===== src/rtl/idc_tile_stats.sv =====
// Purpose: capture a 4x4 tile of signed 7-bit pixels and drain per-row and per-column sums as 9-bit words.
// Latency: first word valid one cycle after the edge that accepts the 16th sample; then one word per handshake.
// Backpressure: words held stable until out_ready; pixels arriving while draining are discarded with a drop_err pulse.
//
// Ports:
//   clk, rst_n            clock, asynchronous active-low reset
//   in_valid, in_data     pixel strobe and signed 7-bit pixel, raster order
//   out_valid, out_ready  result word handshake
//   out_data, out_last    signed 9-bit result word, high with final word
//   busy                  high while the result words are being drained
//   drop_err              one-cycle pulse per discarded pixel
// Optional feature: define IDC_TILE_MINMAX_EN to append tile min and max words (10-word drain).
module idc_tile_stats (
    input  logic              clk,
    input  logic              rst_n,
    input  logic              in_valid,
    input  logic signed [6:0] in_data,
    output logic              out_valid,
    input  logic              out_ready,
    output logic signed [8:0] out_data,
    output logic              out_last,
    output logic              busy,
    output logic              drop_err
);

`ifdef IDC_TILE_MINMAX_EN
    localparam logic [3:0] LAST_WP = 4'd9;
`else
    localparam logic [3:0] LAST_WP = 4'd7;
`endif

    typedef enum logic {COLLECT, DRAIN} state_t;

    state_t            state;
    logic [3:0]        idx;
    logic [3:0]        wp;
    logic [3:0]        sel;
    logic signed [8:0] row_sum [4];
    logic signed [8:0] col_sum [4];
    logic signed [8:0] sample_ext;
    logic signed [8:0] word_sel;
`ifdef IDC_TILE_MINMAX_EN
    logic signed [6:0] tile_min;
    logic signed [6:0] tile_max;
`endif

    assign sample_ext = {{2{in_data[6]}}, in_data};

    // The first DRAIN cycle (out_valid still low) loads word 0; afterwards the
    // mux looks one word ahead so the next word is ready on each handshake.
    assign sel = out_valid ? (wp + 4'd1) : 4'd0;

    always_comb begin
        word_sel = '0;
        case (sel)
            4'd0, 4'd1, 4'd2, 4'd3: word_sel = row_sum[sel[1:0]];
            4'd4, 4'd5, 4'd6, 4'd7: word_sel = col_sum[sel[1:0]];
`ifdef IDC_TILE_MINMAX_EN
            4'd8:                   word_sel = {{2{tile_min[6]}}, tile_min};
            4'd9:                   word_sel = {{2{tile_max[6]}}, tile_max};
`endif
            default:                word_sel = '0;
        endcase
    end

    always_ff @(posedge clk or negedge rst_n) begin
        if (!rst_n) begin
            state     <= COLLECT;
            idx       <= '0;
            wp        <= '0;
            out_valid <= 1'b0;
            out_data  <= '0;
            out_last  <= 1'b0;
            busy      <= 1'b0;
            drop_err  <= 1'b0;
            for (int i = 0; i < 4; i++) begin
                row_sum[i] <= '0;
                col_sum[i] <= '0;
            end
`ifdef IDC_TILE_MINMAX_EN
            tile_min <= 7'sd63;
            tile_max <= 7'b100_0000;    // -64
`endif
        end else begin
            drop_err <= (state == DRAIN) && in_valid;
            case (state)
                COLLECT: begin
                    if (in_valid) begin
                        row_sum[idx[3:2]] <= row_sum[idx[3:2]] + sample_ext;
                        col_sum[idx[1:0]] <= col_sum[idx[1:0]] + sample_ext;
`ifdef IDC_TILE_MINMAX_EN
                        if (in_data < tile_min) tile_min <= in_data;
                        if (in_data > tile_max) tile_max <= in_data;
`endif
                        if (idx == 4'd15) begin
                            state <= DRAIN;
                            idx   <= '0;
                            wp    <= '0;
                        end else begin
                            idx <= idx + 4'd1;
                        end
                    end
                end
                DRAIN: begin
                    if (!out_valid) begin
                        out_valid <= 1'b1;
                        busy      <= 1'b1;
                        out_data  <= word_sel;
                        out_last  <= 1'b0;
                    end else if (out_ready) begin
                        if (wp == LAST_WP) begin
                            for (int i = 0; i < 4; i++) begin
                                row_sum[i] <= '0;
                                col_sum[i] <= '0;
                            end
`ifdef IDC_TILE_MINMAX_EN
                            tile_min <= 7'sd63;
                            tile_max <= 7'b100_0000;
`endif
                            out_valid <= 1'b0;
                            out_data  <= '0;
                            out_last  <= 1'b0;
                            busy      <= 1'b0;
                            state     <= COLLECT;
                        end else begin
                            wp       <= wp + 4'd1;
                            out_data <= word_sel;
                            out_last <= ((wp + 4'd1) == LAST_WP);
                        end
                    end
                end
                default: state <= COLLECT;
            endcase
        end
    end

endmodule

===== config.mk =====
export PLATFORM = sky130hd
export DESIGN_NAME = idc_tile_stats
export DESIGN_NICKNAME = d
export VERILOG_FILES = /design/src/rtl/idc_tile_stats.sv
export SDC_FILE = /design/constraint.sdc
export NUM_CORES = 1
export LEC_CHECK = 0
export CELL_PAD_IN_SITES_DETAIL_PLACEMENT = 0
export CELL_PAD_IN_SITES_GLOBAL_PLACEMENT = 1
export CORE_MARGIN = 2
export CORE_UTILIZATION = 52
export DETAILED_ROUTE_END_ITERATION = 10
export GPL_TIMING_DRIVEN = 0
export HOLD_SLACK_MARGIN = 0.12
export PLACE_DENSITY = 0.81
export SLEW_MARGIN = 25
export SYNTH_ARGS = -nofsm -noshare
export SYNTH_HDL_FRONTEND = slang
export SYNTH_SLANG_ARGS = --single-unit

===== constraint.sdc =====
create_clock -name clk -period 9.2 [get_ports clk]
set_input_delay 2.3 -clock clk [delete_from_list [all_inputs] [get_ports clk]]
set_output_delay 2.3 -clock clk [all_outputs]
set_load 0.01 [all_outputs]

# --- After elaboration in Yosys (flattened, before gate mapping) ---
# Cells that the tools add are included.
word_totals:
  register_bits: 94
  in_bits: 11
  out_inout_bits: 13
  elab_cells: 107
classes:
  addsub: 4
  magnitude_cmp: 5
  n_eq_ne: 18
  n_mux: 49
  bitwise: 4
  reduce_logical: 11
op_table:
  columns: ["operator", "n"]
  rows:
  - ["$mux 36", 5]
  - ["$pmux 36 s2", 2]
  - ["$mux 9", 13]
  - ["$bmux 9 s2", 4]
  - ["$bwmux 36", 2]
  - ["$demux 9 s2", 2]
  - ["$mux 4", 7]
  - ["$eq 4x3->1 const B", 6]
  - ["$add 9x7->9", 2]
  - ["$pmux 9 s2", 1]
  - ["$mux 1", 11]
  - ["$ne 2x2->1 const B", 5]
  - ["$ge 3x3->1 const B", 3]
  - ["$not 2->3", 3]
  - ["$add 4x1->4 const B", 2]
  - ["$eq 4x2->1 const B", 2]
  - ["$pmux 4 s2", 1]
  - ["$reduce_or 4->1", 2]
  - ["$lt 3x1->1 const B", 2]
  - ["$ne 2x1->1 const B", 3]
  - ["$reduce_and 5->1", 1]
  - ["$eq 4x1->1 const B", 1]
  - ["$eq 4x4->1 const B", 1]
  - ["$logic_not 4->1", 1]
  - ["other kinds (6)", 9]

# --- Logic depth before layout (Yosys ltp) ---
# Gate-level depths: netlist of the first run.
logic_depth:
  word_depth: 10
  ltp_mapped: 10
  mapped_depth_nobuf: 9

# --- Least setup slack after synthesis of the first run ---
# No wires, ideal clock.
synth_path:
  path_type: "input -> register"
  start: "in in_data[0]"
  end: "reg row_sum[24] in the netlist's numbering"
  setup_time_ps: 122
  t_arrival_ps: 3822
  t_required_ps: 9078
  slack_ps: 5257
  cell_stages: 8
  path_buffers: 0
  cell_sequence: "ha_1 inv_1 fa_1 nor2b_1 o31a_1 o21a_1 or3_4 a32o_1"
synth_between:
  elab_chain_len: 4
synth_rtl:
  columns: ["element", "line", "rtl"]
  rows:
  - ["start, declared", "17", "input logic signed [6:0] in_data,"]
  - ["$add 9x7->9", "89", "row_sum[idx[3:2]] <= row_sum[idx[3:2]] + sample_ext;"]
  - ["$bwmux 36", "89", null]
  - ["$mux 36", "88", "if (in_valid) begin"]
  - ["$pmux 36 s2", "86", "case (state)"]
  - ["end signal, assigned by index", "89", null]
  - ["end, declared", "38", "logic signed [8:0] row_sum [4];"]
# Every way passes these cells. The select of a mux whose other input is x is not followed.
# A chain may end at the register's enable or synchronous reset.

# --- Worst setup path in the final report of the first run ---
layout_path:
  start: "in in_data[0]"
  end: "reg col_sum[33] in the netlist's numbering"
layout_between:
  elab_chain_len: 4
layout_rtl:
  columns: ["element", "line", "rtl"]
  rows:
  - ["$add 9x7->9", "90", "col_sum[idx[1:0]] <= col_sum[idx[1:0]] + sample_ext;"]
  - ["$bwmux 36", "90", null]
  - ["$mux 36", "88", null]
  - ["$pmux 36 s2", "86", null]
  - ["end signal, assigned by index", "90", null]
  - ["end, declared", "39", "logic signed [8:0] col_sum [4];"]
# Every way passes these cells. The select of a mux whose other input is x is not followed.

==> flow_summary.yaml, run 1 <==
clocking:
  ctsResizeCount: 0
  cts.clk_slew.worst_paths_ps: 90
  clock-sinks: 94
  h-tree-depth: 3
  cts_hold_buf: 0
  cts_buffers: 9
  cts_buffer_depth: 2
  cts_tree: "built"
  clock_latency_ps: 390
  cts_setup_buffers: 0
  root_buffer: "clkbuf_8"
timing:
  slew_violations: 0
  slew_headroom: 0.3263
  finalHoldViolations: 0
  worstMarginPinSlew_ps: 1011
  fmax_mhz: 219.9
  finalSetupTns_ps: 0
  setup_viol: 0
  finalClockSkew_ps: 6.873
  rsz0062_at_grt: "false"
  fin_crit_ps: 4547
  finalCritPeriodShare: 0.4943
worst_setup_path:
  required_ps: 9450
  endpoint_kind: "flop"
  crit_type: "in -> reg"
  r2r-start: "idx[3]"
  worstPathArrival_ps: 4800
  worstReg2RegEnd: "row_sum[33]"
  startpoint: "in_data[0]"
  crit_path_max_fanout: 4
  start_kind: "input pin"
  r2r_setup_slack_ps: 5650
  ff2ff_path_depth: 9
finish:
  drive_gt1_frac: 0.1070
  n_antenna_cell: 0
  stdcell_count: 738
  syn2layout_area_growth_pct: 10.63
  nets: 628
  fillers: 965
global_routing:
  grt_pass1_wl_mm: 27.32
  grt_pass1_vias: 4636
  overflow: 0
  antenna_found_initial: 0
  grt_max_degree: 61
  grt_usage: 0.3219
die:
  die_area_um2: 11740
  coreArea_um2: 10750
  initial_core_util: 0.5269
  die_h_um: 108.3
  rows: 38
  die_w_um: 108.3
  io_pins: 24
logic_synthesis:
  ys_seq_elements: 94
  yosysTopAreaCell: "dfrtp_1"
  yosys.area.top_type_share: 0.4155
  synth_nets: 593
  synth.area.top_cells: "dfrtp_1 42%, mux4_2 7.2%, o21ai_0 5.6%, ha_1 4.9%, a22o_1 4.0%"
  synth_enable_flop_cells: 0
  synth.distinct_cells: 60
  yosysSeqAreaShare: 0.4155
  synthCells: 558
  synth_ff_type: "dfrtp_1"
  synth.avg_cell_area_um2: 10.15
  async_reset_ff_frac: 1.000
  synth_area_um2: 5662
  yosysWarningCount: 0
route:
  final_antenna_net_count: 0
  drc: 0
  drt-initial-drc-count: 493
  drt-total-wl_mm: 17.58
  drt-pass1-iter-count: 5
  drt-wirelength-per-cell_um: 23.82
  vias: 4942
  vias_per_cell: 6.696
power_and_ir_drop:
  irDropWorstVdd_mv: 0.1597
  powerDensity_nw_per_um2: 424.5
  total_leakage_power_nw: 2.694
placed_design:
  placed_cells: 722
  portBuffers: 23
  hpwl_mm: 12.24
  gp_congestion: 0.9356
hold_path:
  min_to: "out_last"
  hold_depth: 2
  hold_start: "out_last"
  hold_path.class: "reg -> reg"
run_status:
  outcome: "complete, no violations"
run:
  drv_cap: 0
## power breakdown
part / leakage [nW] / internal, mW / total (mW) / switching, mW
logic: 1.44 / 0.687 / 1.65 / 0.962
registers: 1.17 / 0.600 / 0.752 / 0.153
clock network: 0.0861 / 0.105 / 0.257 / 0.152
total: 2.69 / 1.39 / 2.66 / 1.27
## stage by stage
stage,util,hold WS [ps],total power [mW],setup slack [ps],cell area [um^2]
2_1_floorplan,-,465.6,1.886,5257,5662
3_3_place_gp,0.5646,461.5,2.330,2338,6067
3_5_place_dp,0.5673,478.3,2.368,4322,6096
4_1_cts,0.5829,499.1,2.629,4717,6264
5_1_grt,0.5829,525.2,2.851,4557,6264
6_report,0.5829,491.0,2.659,4653,6264
## worst max-delay path by stage
stage	endpoint
floorplan	row_sum[24]
global placement	col_sum[14]
detailed placement	col_sum[33]
CTS	col_sum[33]
global route	col_sum[24]
finish	col_sum[33]
## cell families after synthesis
kind of cell	share of synthesized area
DFF	0.4155
muxes	0.1059
and+or+nand+nor	0.1355
xor gates and xnor gates	0.01989
AOI/OAI and AO/OA	0.2276
buffers and inverters	0.04000
adders and majority gates	0.05569
## cell usage in the layout (no fill, tap or decap), drive strengths merged, types with 3 or more instances in the layout
cell type,count
buf,19
o21ai,63
o22ai,16
nand2b,7
clkbuf,25
nor3,4
and2,7
nand2,38
clkinv,3
a21oi,19
nor2,31
nand3b,9
mux4,18
o21a,6
a22oi,15
or3,5
xnor2,10
a31oi,7
a21boi,4
o2bb2ai,3
a211o,3
clkdlybuf4s50,22
dfrtp,94
mux2,3
a2111oi,3
ha,22
inv,17
nand3,38
o31ai,6
a22o,26
a32o,4
nor2b,5
a211oi,3
mux2i,16
a21o,6
## cells in the mapped netlist (4+ instances only)
cell type  number
o22ai_1        16
nand2b_1        6
nand3b_1        9
nand2_1        38
or3_1           4
mux4_2         18
a22o_1         26
mux2i_1        16
nor2b_1         5
buf_2          10
nor2_1         30
o21a_1          6
xnor2_1         9
dfrtp_1        94
ha_1           22
inv_1          17
o21ai_0        63
a21oi_1        19
buf_6           4
and2_1          7
clkbuf_1       13
a21o_1          6
nand3_1        38
o31ai_1         6
a22oi_1        15
a31oi_1         7
a32o_1          4
## final cells by class
class | instances | area, um^2 | share of cell area
buffer | 30 | 162.7 | 0.02597
clock buffer | 12 | 145.1 | 0.02317
clock inverter | 4 | 22.52 | 0.003596
inverter | 17 | 63.81 | 0.01019
multi-input combinational | 417 | 3083 | 0.4922
sequential | 94 | 2352 | 0.3755
tap | 140 | 175.2 | 0.02797
timing repair buffer | 24 | 259.0 | 0.04135
## routing by layer
metal  up-vias  wire [um]  track usage
met5         -          0            0
met4         0        710       0.1593
met3        37       1723      0.06148
met2       294       7507       0.4515
met1      2432       7636       0.4764
li1       2179          -            -
## state kept, by name, summed over array words and instances (netlist names)
register,flops
col_sum,36
row_sum,36
out_data,9
idx,4
wp,4
busy,1
drop_err,1
out_last,1
out_valid,1
state,1
## critical path, stage by stage
cell	delay (ps)
clkdlybuf4s50_1	580
ha_1	230
inv_1	70
fa_1	390
nand2b_1	180
a211oi_1	270
o21ai_0	150
a21boi_0	480
o31ai_1	140
No activity file was read; power rests on OpenSTA's default activity.
==> run 2: changes to the inputs <==
- CORE_UTILIZATION: 52 -> 49
- PLACE_DENSITY: 0.81 -> 0.77
- clock period: 9.2 -> 4.3 ns (I/O delays scaled with it)
==> run 2 against run 1 <==
  * Flip-flop and latch count unchanged
  * Total power increased by 120%
  * First-iteration DRC count decreased by 11%
  * Largest cell class unchanged
  * Worst hold slack about the same
  * Final area increased by 1.8%
  * Setup slack got worse by 3900 ps
  * Die area increased by 5.9%
  * Routed wire length decreased by 1.5%
  * Critical endpoint is now row_sum[24]
  * Cell count increased by 0.27%
  * Sequential share of layout area decreased by 0.66 points
==> flow_summary.yaml, run 2 (synthesized netlist as in run 1, its figures left out) <==
power_and_ir_drop:
  power_frac_clock: 0.130
  powerDensity_nw_per_um2: 926.5
  share_comb_of_total_power: 0.598
  total_leakage_power_nw: 2.739
  irDropWorstVdd_mv: 0.3690
  power.total_mw: 5.908
  p_seq_frac: 0.272
  switching_share: 0.4622
  p_int_mw: 3.177
  p_switching_mw: 2.731
clocking:
  ctsResizeCount: 0
  cts_hold_buf: 0
  cts_setup_buffers: 0
  cts_buffer_depth: 2
  clock-sinks: 94
  h-tree-depth: 3
  root_buffer: "clkbuf_16"
  cts_tree: "built"
  cts.clk_slew.worst_paths_ps: 70
  cts_buffers: 9
  clock_latency_ps: 350
worst_setup_path:
  start_kind: "flop"
  startpoint: "idx[3]"
  crit_type: "reg -> reg"
  required_ps: 4540
  r2r-start: "idx[3]"
  r2r_setup_slack_ps: 730
  endpoint_kind: "flop"
  worstReg2RegEnd: "row_sum[24]"
  ff2ff_path_depth: 9
  worstPathArrival_ps: 3810
  crit_path_max_fanout: 10
die:
  rows: 39
  die_area_um2: 12430
  coreArea_um2: 11370
  io_pins: 24
  initial_core_util: 0.4980
  die_h_um: 111.5
  die_w_um: 111.5
route:
  vias_per_cell: 6.446
  drt-initial-drc-count: 441
  drt-total-wl_mm: 17.32
  drc: 0
  final_antenna_net_count: 0
  drt-pass1-iter-count: 6
  vias: 4770
  drt-wirelength-per-cell_um: 23.41
hold_path:
  hold_start: "out_last"
  hold_depth: 2
  hold_path.class: "reg -> reg"
  min_to: "out_last"
global_routing:
  overflow: 0
  grt_max_degree: 58
  grt_pass1_wl_mm: 27.44
  antenna_found_initial: 0
  grt_pass1_vias: 4674
  grt_usage: 0.2912
placed_design:
  placed_area_um2: 6100
  hpwl_mm: 12.21
  portBuffers: 23
  gp_congestion: 0.8775
finish:
  n_antenna_cell: 0
  final_cell_mix: "94 x dfrtp_1, 63 x o21ai_0, 38 x nand2_1, 38 x nand3_1, 30 x nor2_1"
  fillers: 1021
  biggestRegsByFlops: "col_sum: 36 flops, row_sum: 36 flops, out_data: 9 flops"
  drive_gt1_frac: 0.1072
  layout_commonest_cell: "dfrtp_1"
  syn2layout_area_growth_pct: 12.62
  nets: 628
  design_area_um2: 6376
timing:
  finalCritPeriodShare: 0.8291
  fmax_mhz: 280.5
  slew_headroom: 0.3430
  fin_crit_ps: 3565
  rsz0062_at_grt: "false"
  worstMarginPinSlew_ps: 985.6
  finalClockSkew_ps: 4.141
  finalHoldViolations: 0
  slew_violations: 0
  setup_viol: 0
run:
  drv_cap: 0
run_status:
  outcome: "complete, no violations"
==> run 2: changes by cell type in the layout (fill, tap and decap cells not counted) <==
| cell | change |
|---|---|
| clkbuf_1 | -1 |
| clkbuf_8 | -8 |
| clkinv_2 | -2 |
| clkbuf_16 | +9 |
| clkinvlp_4 | +1 |
==> run 2: per-layer routing <==
metal	vias to the layer above	share of wire	track usage
li1	2173	-	-
met1	2363	0.45	0.4282
met2	204	0.44	0.4228
met3	30	0.080	0.05661
met4	0	0.027	0.1235
met5	-	0	0
==> run 2: final cells by class <==
cell class	count	area (um^2)	area share
buffer	30	162.7	0.02551
multi-input combinational	417	3083	0.4835
clock inverter	3	20.02	0.003140
tap	143	178.9	0.02806
sequential	94	2352	0.3689
inverter	17	63.81	0.01001
clock buffer	12	256.5	0.04023
timing repair buffer	24	259.0	0.04062
==> run 2: worst max-delay path, stage by stage (launching register included) <==
cell      delay, ps
dfrtp_1         410
clkbuf_1        410
clkbuf_1        600
mux4_2          420
ha_1            350
nor2b_1         160
o31a_1          300
o21a_1          200
or3_4           350
a32o_1          260
==> run 2: worst max path at each step <==
stage	to	slack [ps]	cells past startpoint
after CTS	row_sum[24]	800	9
after floorplan	row_sum[24]	1410	9
final	row_sum[24]	730	9
after detailed placement	col_sum[24]	760	9
after global placement	col_sum[14]	-1390	1
after global routing	row_sum[16]	610	9
==> run 2: through the flow <==
| step | util | instances | hold WS [ps] | setup WS, ps | setup TNS [ps] |
|---|---|---|---|---|---|
| floorplan | - | 558 | 465.6 | 1411 | 0 |
| global placement | 0.5340 | 724 | 464.4 | -1391 | -130310 |
| detailed placement | 0.5365 | 725 | 475.7 | 762.1 | 0 |
| CTS | 0.5608 | 740 | 490.2 | 796.1 | 0 |
| global route | 0.5608 | 740 | 507.8 | 613.0 | 0 |
| finish | 0.5608 | 740 | 490.6 | 734.8 | 0 |
==> run 2: power groups by stage <==
| stage | clock (mW) | combinational (mW) | sequential (mW) |
|---|---|---|---|
| 2_1_floorplan | 0 | 2.51 | 1.52 |
| 3_3_place_gp | 0 | 3.41 | 1.59 |
| 3_5_place_dp | 0 | 3.46 | 1.61 |
| 4_1_cts | 0.778 | 3.48 | 1.60 |
| 5_1_grt | 0.807 | 3.88 | 1.66 |
| 6_report | 0.765 | 3.54 | 1.61 |
==> edit, RTL diff (flow settings as in run 2) <==
Reset style: synchronous (`rst_n`), changed in one clocked block. Comments in the files are not updated.
--- a/src/rtl/idc_tile_stats.sv
+++ b/src/rtl/idc_tile_stats.sv
@@ -64,5 +64,5 @@
     end
 
-    always_ff @(posedge clk or negedge rst_n) begin
+    always_ff @(posedge clk) begin
         if (!rst_n) begin
             state     <= COLLECT;
Formal check against the unedited RTL: no difference found for any inputs over 10 cycles, from zero or initial values and one cycle with rst_n low; that may be too few to reach the edited logic, so the function may still have changed.
==> edit against run 2 <==
  * Worst setup slack improved by 170 ps
  * Global-route usage decreased by 3.8 points
  * Sequential cell count increased by 4
  * Routed wire length decreased by 10%
  * Critical path depth decreased by 1
  * Final area increased by 0.82%
  * Area after synthesis increased by 1.2%
Power is not compared: it rests on default switching activity, and its combinational part moved more than twofold at a synthesized area within 25%.
==> edit: results (changes against run 2) <==
Cells and area
  • Share of layout cells above drive strength 1: 8.58% (-2.1 points)
  • Top flop regs: col_sum (36), row_sum (36), out_data (9)
  • Fillcell total: 995 (-2.5%)
  • Final nets: 601 (-4.3%)

GRT
  • Vias in the first global route: 4203 (-10%)
  • GRT Total Usage: 25.3% (-3.8 points)
  • First-pass GRT wire length: 24200 um (-12%)
  • Largest net degree at the start of global routing: 16 (-72%)

Timing
  • Post-Route Skew: 7.96 ps (+3.82 ps)
  • Slew @ Worst Pin: 865 ps (-121 ps)

Route
  • Vias per cell: 6.18 (-4.1%)
  • Avg WL per Cell: 21.8 um (-6.8%)
  • Via count: 4413 (-7.5%)
  • Pre-Repair DR Iteration Count: 5 (-1)
  • Iter 0 DRT Violations: 439 (-0.45%)

Clock tree
  • Post-CTS Setup Inserts: 0 (unchanged)
  • H-tree depth: 3 (unchanged)

Synth
  • Share of the synthesized area in the top cell type: 37.7% (-3.8 points)
  • Synth unique cells: 62 (+3.3%)
  • Ranking of synthesized cells by area: edfxtp_1 38%, dfxtp_1 9.1%, ha_1 4.8%
  • Post-synth ARST share: 0% (-100 points)
  • Sequential element share of the synthesized area: 46.8% (+5.3 points)
  • Avg Inst Size Synth: 10.8 um2 (+6.2%)
  • Synth cell count leaders: 72 x edfxtp_1, 62 x nor2_1, 46 x nand2_1
  • Synth Net Count: 567 (-4.4%)
  • Number of synthesized flops with an enable pin: 72 (+72)

Placed design
  • Dpl cell area: 6140 um2 (+0.68%)
  • Placed Cells: 698 (-3.7%)
  • Post-DP HPWL: 11400 um (-6.6%)
  • Post-place setup slack: 616 ps (-146 ps)
  • Global placer's final weighted congestion: 0.820 (-6.6%)

Status
  • Status: finished, final reports clean

Power
  • Leakage: 0.00245 uW

Worst setup path
  • Critical path fanouts, max: 4 (-6)
## edit: cell types whose count changed after synthesis, sizes merged, moves of 11 or more
cell           run 2  this run
a22o              26        13
a22oi             15         3
and3               2        13
dfrtp             94         0
dfxtp              0        26
edfxtp             0        72
nand3             38        13
nor2              31        63
nor2b              5        17
o21ai             63        21
## edit: logic make-up after synthesis
kind of cell	after synthesis	synth area share (%)
and+or+nand+nor	196	16.7
AOI/OAI and AO/OA	122	15.0
DFF	98	46.8
buffers and inverters	47	3.84
muxes	33	10.3
adders and majority gates	24	5.50
xor gates and xnor gates	12	1.83
## edit: worst paths after layout
kind,to,slack [ps],depth (start not counted),start
setup reg to reg,col_sum[2][6],1230,8,flip-flop
hold / removal,out_data[6],450,2,out_data[6]
setup / recovery,row_sum[3][6],910,8,in_data[1]
hold reg to reg,out_data[6],450,2,out_data[6]
## edit: final cells by class
cell class / instances / area [um2] / share of cell area (%)
multi-input combinational: 387 / 2830 / 44.0
sequential: 98 / 2680 / 41.7
clock buffer: 11 / 233 / 3.62
timing repair buffer: 23 / 230 / 3.58
tap: 143 / 179 / 2.78
buffer: 28 / 149 / 2.32
inverter: 19 / 71.3 / 1.11
clock inverter: 5 / 55.1 / 0.856
## edit: report_power, final
group | switching (uW) | leakage, uW | internal [uW]
combinational | 262 | 0.00135 | 172
sequential | 26.1 | 0.000959 | 1070
clock | 343 | 0.000136 | 450
## edit: worst max-delay path: stages
cell and delay, ps:
clkdlybuf4s50_1 640, inv_1 120, fa_1 470, nor2b_1 240
o21ai_1 170, a21o_1 220, a211oi_1 460, nor2_1 80
## edit: metal layers
layer	global-route usage, %	wire, um	vias to the layer above
li1	-	-	2076
met1	35.7	6960	2160
met4	7.97	244	0
met2	41.1	7410	161
met5	0	0	-
met3	3.19	962	16
